==> config.mk <==
export PLATFORM = sky130hd
export DESIGN_NAME = ps2_move_ctrl
export DESIGN_NICKNAME = d
export VERILOG_FILES = /design/src/rtl/ps2_move_ctrl_pkg.sv /design/src/rtl/ps2_move_ctrl_frame_rx.sv /design/src/rtl/ps2_move_ctrl.sv
export SDC_FILE = /design/constraint.sdc
export NUM_CORES = 1
export LEC_CHECK = 0
export CAP_MARGIN = 20
export CORE_ASPECT_RATIO = 0.6
export CORE_MARGIN = 2
export CORE_UTILIZATION = 61
export CTS_CLUSTER_SIZE = 16
export DETAILED_ROUTE_END_ITERATION = 8
export MAX_ROUTING_LAYER = met4
export PLACE_DENSITY_LB_ADDON = 0.2
export REMOVE_ABC_BUFFERS = 1
export SETUP_SLACK_MARGIN = 0.5
export SYNTH_ARGS = -nofsm -noshare
export SYNTH_HDL_FRONTEND = slang
export SYNTH_HIERARCHICAL = 1
export SYNTH_SLANG_ARGS = --single-unit
==> constraint.sdc <==
create_clock -name CLK100MHZ -period 4.7 [get_ports CLK100MHZ]
set_input_delay 0.94 -clock CLK100MHZ [delete_from_list [all_inputs] [get_ports CLK100MHZ]]
set_output_delay 0.94 -clock CLK100MHZ [all_outputs]
set_load 0.02 [all_outputs]
==> src/rtl/ps2_move_ctrl_pkg.sv <==
// rtl/ps2_move_ctrl_pkg.sv - direction codes, scan codes, frame states and key map
package ps2_move_ctrl_pkg;

  typedef enum logic [1:0] {
    DIR_UP    = 2'd0,
    DIR_DOWN  = 2'd1,
    DIR_LEFT  = 2'd2,
    DIR_RIGHT = 2'd3
  } dir_t;

  typedef enum logic [1:0] {
    ST_IDLE,
    ST_SHIFT,
    ST_PARITY,
    ST_STOP
  } frame_state_t;

  localparam logic [7:0] SC_EXT   = 8'hE0;
  localparam logic [7:0] SC_BRK   = 8'hF0;
  localparam logic [7:0] SC_UP    = 8'h75;
  localparam logic [7:0] SC_DOWN  = 8'h72;
  localparam logic [7:0] SC_LEFT  = 8'h6B;
  localparam logic [7:0] SC_RIGHT = 8'h74;
  localparam logic [7:0] SC_W     = 8'h1D;
  localparam logic [7:0] SC_S     = 8'h1B;
  localparam logic [7:0] SC_A     = 8'h1C;
  localparam logic [7:0] SC_D     = 8'h23;

  typedef struct packed {
    logic hit;
    dir_t dir;
  } move_t;

  // Arrow keys only exist as extended codes; WASD only as plain codes.
  function automatic move_t map_code(input logic [7:0] code, input logic ext,
                                     input logic wasd);
    move_t m;
    m = '0;
    if (ext) begin
      case (code)
        SC_UP:    begin m.hit = 1'b1; m.dir = DIR_UP;    end
        SC_DOWN:  begin m.hit = 1'b1; m.dir = DIR_DOWN;  end
        SC_LEFT:  begin m.hit = 1'b1; m.dir = DIR_LEFT;  end
        SC_RIGHT: begin m.hit = 1'b1; m.dir = DIR_RIGHT; end
        default:  ;
      endcase
    end else if (wasd) begin
      case (code)
        SC_W:    begin m.hit = 1'b1; m.dir = DIR_UP;    end
        SC_S:    begin m.hit = 1'b1; m.dir = DIR_DOWN;  end
        SC_A:    begin m.hit = 1'b1; m.dir = DIR_LEFT;  end
        SC_D:    begin m.hit = 1'b1; m.dir = DIR_RIGHT; end
        default: ;
      endcase
    end
    return m;
  endfunction

endpackage

==> src/rtl/ps2_move_ctrl_frame_rx.sv <==
// rtl/ps2_move_ctrl_frame_rx.sv - PS/2 line synchroniser, 11-bit frame receiver and watchdog
module ps2_move_ctrl_frame_rx import ps2_move_ctrl_pkg::*; #(
  parameter int TIMEOUT_CYC = 100000
) (
  input  logic       clk,
  input  logic       resetn,
  input  logic       ps2_clk,
  input  logic       ps2_data,
  output logic [7:0] rx_byte,
  output logic       byte_vld,
  output logic       frame_err
);

  localparam int WD_W = $clog2(TIMEOUT_CYC + 1);

  logic clk_s1, clk_s2, clk_prev, dat_s1, dat_s2;
  logic ps2_fall;
  frame_state_t state, state_nxt;
  logic [7:0] shreg;
  logic [2:0] bit_cnt;
  logic par_ok;
  logic [WD_W-1:0] wd_cnt;
  logic done_ok, done_err, timeout;

  assign ps2_fall = clk_prev & ~clk_s2;
  assign rx_byte  = shreg;

  // wd_cnt is cycles since the last fall; deciding one cycle early lands the
  // registered frame_err exactly TIMEOUT_CYC cycles after that fall.
  always_comb begin
    state_nxt = state;
    done_ok   = 1'b0;
    done_err  = 1'b0;
    timeout   = (state != ST_IDLE) && !ps2_fall && (wd_cnt == WD_W'(TIMEOUT_CYC - 1));
    if (timeout) begin
      state_nxt = ST_IDLE;
    end else if (ps2_fall) begin
      case (state)
        ST_IDLE:   if (!dat_s2) state_nxt = ST_SHIFT;
        ST_SHIFT:  if (bit_cnt == 3'd7) state_nxt = ST_PARITY;
        ST_PARITY: state_nxt = ST_STOP;
        ST_STOP: begin
          state_nxt = ST_IDLE;
          if (dat_s2 && par_ok) done_ok = 1'b1;
          else done_err = 1'b1;
        end
        default:   state_nxt = ST_IDLE;
      endcase
    end
  end

  always_ff @(posedge clk) begin
    if (!resetn) begin
      clk_s1    <= 1'b1;
      clk_s2    <= 1'b1;
      clk_prev  <= 1'b1;
      dat_s1    <= 1'b1;
      dat_s2    <= 1'b1;
      state     <= ST_IDLE;
      shreg     <= 8'h00;
      bit_cnt   <= 3'd0;
      par_ok    <= 1'b0;
      wd_cnt    <= '0;
      byte_vld  <= 1'b0;
      frame_err <= 1'b0;
    end else begin
      clk_s1    <= ps2_clk;
      clk_s2    <= clk_s1;
      clk_prev  <= clk_s2;
      dat_s1    <= ps2_data;
      dat_s2    <= dat_s1;
      state     <= state_nxt;
      byte_vld  <= done_ok;
      frame_err <= done_err | timeout;
      if (ps2_fall) begin
        case (state)
          ST_IDLE:   bit_cnt <= 3'd0;
          ST_SHIFT: begin
            shreg   <= {dat_s2, shreg[7:1]};
            bit_cnt <= bit_cnt + 3'd1;
          end
          ST_PARITY: par_ok <= ^{shreg, dat_s2};
          default:   ;
        endcase
      end
      if (ps2_fall) wd_cnt <= WD_W'(1);
      else if (state == ST_IDLE) wd_cnt <= '0;
      else wd_cnt <= wd_cnt + WD_W'(1);
    end
  end

endmodule

==> src/rtl/ps2_move_ctrl.sv <==
// rtl/ps2_move_ctrl.sv - PS/2 keyboard to 2048 move command controller
// Decodes make/break/extended codes into one-shot moves and queues them for the engine.
module ps2_move_ctrl import ps2_move_ctrl_pkg::*; #(
  parameter int TIMEOUT_CYC = 100000,
  parameter int FIFO_DEPTH  = 4,
  parameter bit ACCEPT_WASD = 1'b1
) (
  input  logic       CLK100MHZ,
  input  logic       CPU_RESETN,
  input  logic       PS2_CLK,
  input  logic       PS2_DATA,
  output logic       move_valid,
  output logic [1:0] move_dir,
  input  logic       move_ready,
  output logic       frame_err,
  output logic       overflow
);

  localparam int PW = $clog2(FIFO_DEPTH);
  localparam logic [PW:0] FULL_CNT = (PW + 1)'(FIFO_DEPTH);

  logic [7:0] rx_byte;
  logic       byte_vld;

  ps2_move_ctrl_frame_rx #(.TIMEOUT_CYC(TIMEOUT_CYC)) u_rx (
    .clk       (CLK100MHZ),
    .resetn    (CPU_RESETN),
    .ps2_clk   (PS2_CLK),
    .ps2_data  (PS2_DATA),
    .rx_byte   (rx_byte),
    .byte_vld  (byte_vld),
    .frame_err (frame_err)
  );

  logic       ext, brk;
  logic [3:0] held;
  move_t      cand;
  logic       make_new;

  assign cand     = map_code(rx_byte, ext, ACCEPT_WASD);
  assign make_new = byte_vld && cand.hit && !brk && !held[cand.dir];

  // held follows make/break even when the push itself is dropped for overflow.
  always_ff @(posedge CLK100MHZ) begin
    if (!CPU_RESETN) begin
      ext  <= 1'b0;
      brk  <= 1'b0;
      held <= 4'h0;
    end else if (byte_vld) begin
      if (rx_byte == SC_EXT) ext <= 1'b1;
      else if (rx_byte == SC_BRK) brk <= 1'b1;
      else begin
        ext <= 1'b0;
        brk <= 1'b0;
        if (cand.hit) held[cand.dir] <= !brk;
      end
    end
  end

  dir_t          mem [FIFO_DEPTH];
  logic [PW-1:0] wr_ptr, rd_ptr;
  logic [PW:0]   count;
  logic          full, pop, push;

  assign full       = (count == FULL_CNT);
  assign move_valid = (count != '0);
  assign move_dir   = mem[rd_ptr];
  assign pop        = move_valid & move_ready;
  assign push       = make_new & (!full | pop);

  always_ff @(posedge CLK100MHZ) begin
    if (!CPU_RESETN) begin
      wr_ptr   <= '0;
      rd_ptr   <= '0;
      count    <= '0;
      overflow <= 1'b0;
      for (int i = 0; i < FIFO_DEPTH; i++) mem[i] <= DIR_UP;
    end else begin
      overflow <= make_new & full & !pop;
      if (push) begin
        mem[wr_ptr] <= cand.dir;
        wr_ptr      <= wr_ptr + PW'(1);
      end
      if (pop) rd_ptr <= rd_ptr + PW'(1);
      count <= count + {{PW{1'b0}}, push} - {{PW{1'b0}}, pop};
    end
  end

endmodule

==> results.toml <==
[sta]
relSlewSlack_pct = 58.64
finClkSkew_ns = 0.007963
slew_violations = 0
fmax_mhz = 277.2
period_share_pct = 76.76
fin_crit_ns = 3.608
rsz0062_at_grt = "false"
finalSetupViolCount = 0
hold_viol = 0
setup-tns-final_ns = 0
worst_pin_slew_ns = 0.6192

[detailed_routing]
drt-pass1-iter-count = 5
drt_iter0_drc = 203
wl_per_cell_um = 14.58
num_vias = 2415
detail-route-antenna-nets = 0
post_drt_via_cell_ratio = 5.876
drc = 0
wirelength_um = 5994

[clocking]
htreeDepth = 3
cts-buffers-inserted = 9
cts_tree = "built"
cts_max_path_buffers = 2
cts_resized = 0
clk_pin_slew_ns = 0.07
holdBufCountCts = 0
clockRootBuffer = "clkbuf_8"
clock_sinks = 62
cts_setup_buffers = 0
clk_latency_ns = 0.34

[place]
finalWeightedCongestion = 0.9510
numPortBuffers = 9
placed_cells_incl_taps = 395
dpl.hpwl_um = 4365
postPlaceCellArea_um2 = 3256

[logic_synthesis]
syn_avg_cell_area_um2 = 9.530
synth-edff-count = 8
synth_top_area_share_pct = 34.48
synth_cell_type_count = 58
yosysTopAreaCell = "dfxtp_1"
yosysWarnings = 6
syn_inst = 329
ys_top_cells_by_count = "dfxtp_1, nand2_1, nor2_1, xnor2_1, nor3_1"
ys_ff_latch = 62
synthTopCellsByArea = "dfxtp_1, edfxtp_1, nand2_1, ha_1, xnor2_1"
yosysSeqAreaShare_pct = 42.14
netlist_area_um2 = 3136
synth_ff_type = "dfxtp_1"
async_reset_ff_share_pct = 0
yosysMostFrequentCell = "dfxtp_1"

[worst_setup_path]
critical_path.endpoint_type = "flip-flop"
cp_cell_sequence = "or3b_1, a211oi_2, o221ai_2, or3_1, nor3_2, inv_2, ha_1, inv_1, ha_1, fa_1, xor2_1, xnor2_1, and2_1"
required_ns = 4.94
cp-start-kind = "flip-flop"
path_class = "reg -> reg"
cp_common_cell = "ha_1"
cpPeakStageDelay_ns = 0.50
cp-startpoint = "u_rx/rx_byte[1]"
cpMaxStageDelayCell = "or3b_1"
worstPathMaxFanout = 10
arrival_ns = 3.85
r2r_start = "u_rx/rx_byte[1]"

[global_route]
grt_pass1_wl_um = 10410
gr-total-overflow = 0
grt_max_degree = 35
grt_use_total_pct = 25.07
antenna_found_initial = 0
grt_pass1_vias = 2198

[power_and_ir_drop]
switching_share_pct = 24.59
ir_drop_mv = 0.2567
pwr_density_cell_nw_per_um2 = 351.3
intPower_mw = 0.9135
power.total_mw = 1.211
pwr-share-clk_pct = 37.8
combPwrFrac_pct = 13.6
p_switching_mw = 0.2979
p_leak_nw = 1.130
p_seq_share_pct = 48.5

[floorplan]
die_w_um = 96.56
initial_utilization_pct = 62.65
die_y_um = 59.54
pin_count = 10
row_count = 20
coreArea_um2 = 5005
dieArea_um2 = 5748

[cells_and_area]
antenna_cells = 0
area_growth_pct = 9.976
multi_input_area_um2 = 1709
finish.net_count = 356
seq_area_um2 = 1321
fin_area_um2 = 3448
instances_no_fill = 411
fill_cells = 399
drive_gt1_share_pct = 8.116

[min_path]
hp-start = "u_rx/clk_s1"
hp-class = "reg -> reg"

[outcome]
status = "completed"

[job]
cap_violations = 0
flip-flops by register name, summed over array words and instances, names as in the netlist, named ones only:
name / count
u_rx/rx_byte: 8
u_rx/clk_prev: 1
u_rx/wd_cnt: 17
held: 4
u_rx/dat_s2: 1
u_rx/clk_s1: 1
u_rx/clk_s2: 1
rd_ptr: 2
u_rx/frame_err: 1
mem: 8
wr_ptr: 2
brk: 1
ext: 1
u_rx/state: 2
u_rx/bit_cnt: 3
count: 3
u_rx/dat_s1: 1
overflow: 1
u_rx/par_ok: 1
u_rx/byte_vld: 1
power groups by stage:
stage / combinational [mW] / clock, mW / sequential [mW]
global placement: 0.159 / 0 / 0.598
global route: 0.186 / 0.489 / 0.591
floorplan: 0.115 / 0 / 0.591
finish: 0.165 / 0.458 / 0.588
detailed placement: 0.167 / 0 / 0.599
CTS: 0.168 / 0.469 / 0.588
area by class of cell:
type / count / share of cell area, %
clock buffers: 13 / 4.318
repair buffers: 10 / 2.830
flip-flops and latches: 62 / 38.32
inverters: 12 / 1.306
clock inverters: 3 / 1.270
multi-input cells: 245 / 49.56
well taps: 66 / 2.395
cell usage in the layout, fill, tap and decap left out, drive strengths merged, types with 9 or more instances in the layout:
cell	instances
inv	13
xor2	9
nand2	38
nand3	11
and2	9
a21boi	9
dfxtp	54
nor2	21
nand2b	10
nor4	10
nor3	14
xnor2	14
clkbuf	13
ha	10
clkdlybuf4s50	9
per-stage QoR:
stage                     worst slack (ns)  util, %  hold slack (ns)
after floorplan                      1.415        -           0.3863
final                                1.092    68.90           0.4116
after CTS                            1.122    68.90           0.4135
after global placement               1.214    65.05           0.3925
after global routing                0.8338    68.90           0.4450
after detailed placement             1.113    65.05           0.3978
per-layer routing:
layer | up-vias | track usage [%] | wire length (µm)
met5 | - | - | 0
met4 | 0 | 5.433 | 59
met3 | 7 | 10.05 | 392
met2 | 67 | 31.65 | 2298
met1 | 1138 | 37.01 | 3244
li1 | 1203 | - | -
worst paths after layout:
kind                       to  cells past startpoint  slack [ns]
setup reg to reg     count[2]                     13        1.09
setup / recovery     count[2]                     13        1.09
hold reg to reg   u_rx/clk_s2                      1        0.41
hold / removal    u_rx/clk_s2                      1        0.41
worst max-delay path, delay by kind of cell (launching register included):
kind,cells,cell delay [ns]
xor gates and xnor gates,2,0.28
buffers and inverters,2,0.13
adders and majority gates,3,0.84
and+or+nand+nor,4,1.29
DFF,1,0.45
AOI/OAI and AO/OA,2,0.51
cell families after synthesis:
kind of cell / count (synthesis) / synth area share (%)
compound gates: 48 / 12.37
flops: 62 / 42.14
simple gates: 155 / 27.34
fa+ha+maj: 11 / 4.629
mux: 7 / 3.033
buf+inv: 22 / 3.352
xor+xnor: 24 / 7.143
(Power assumes the default switching activity.)
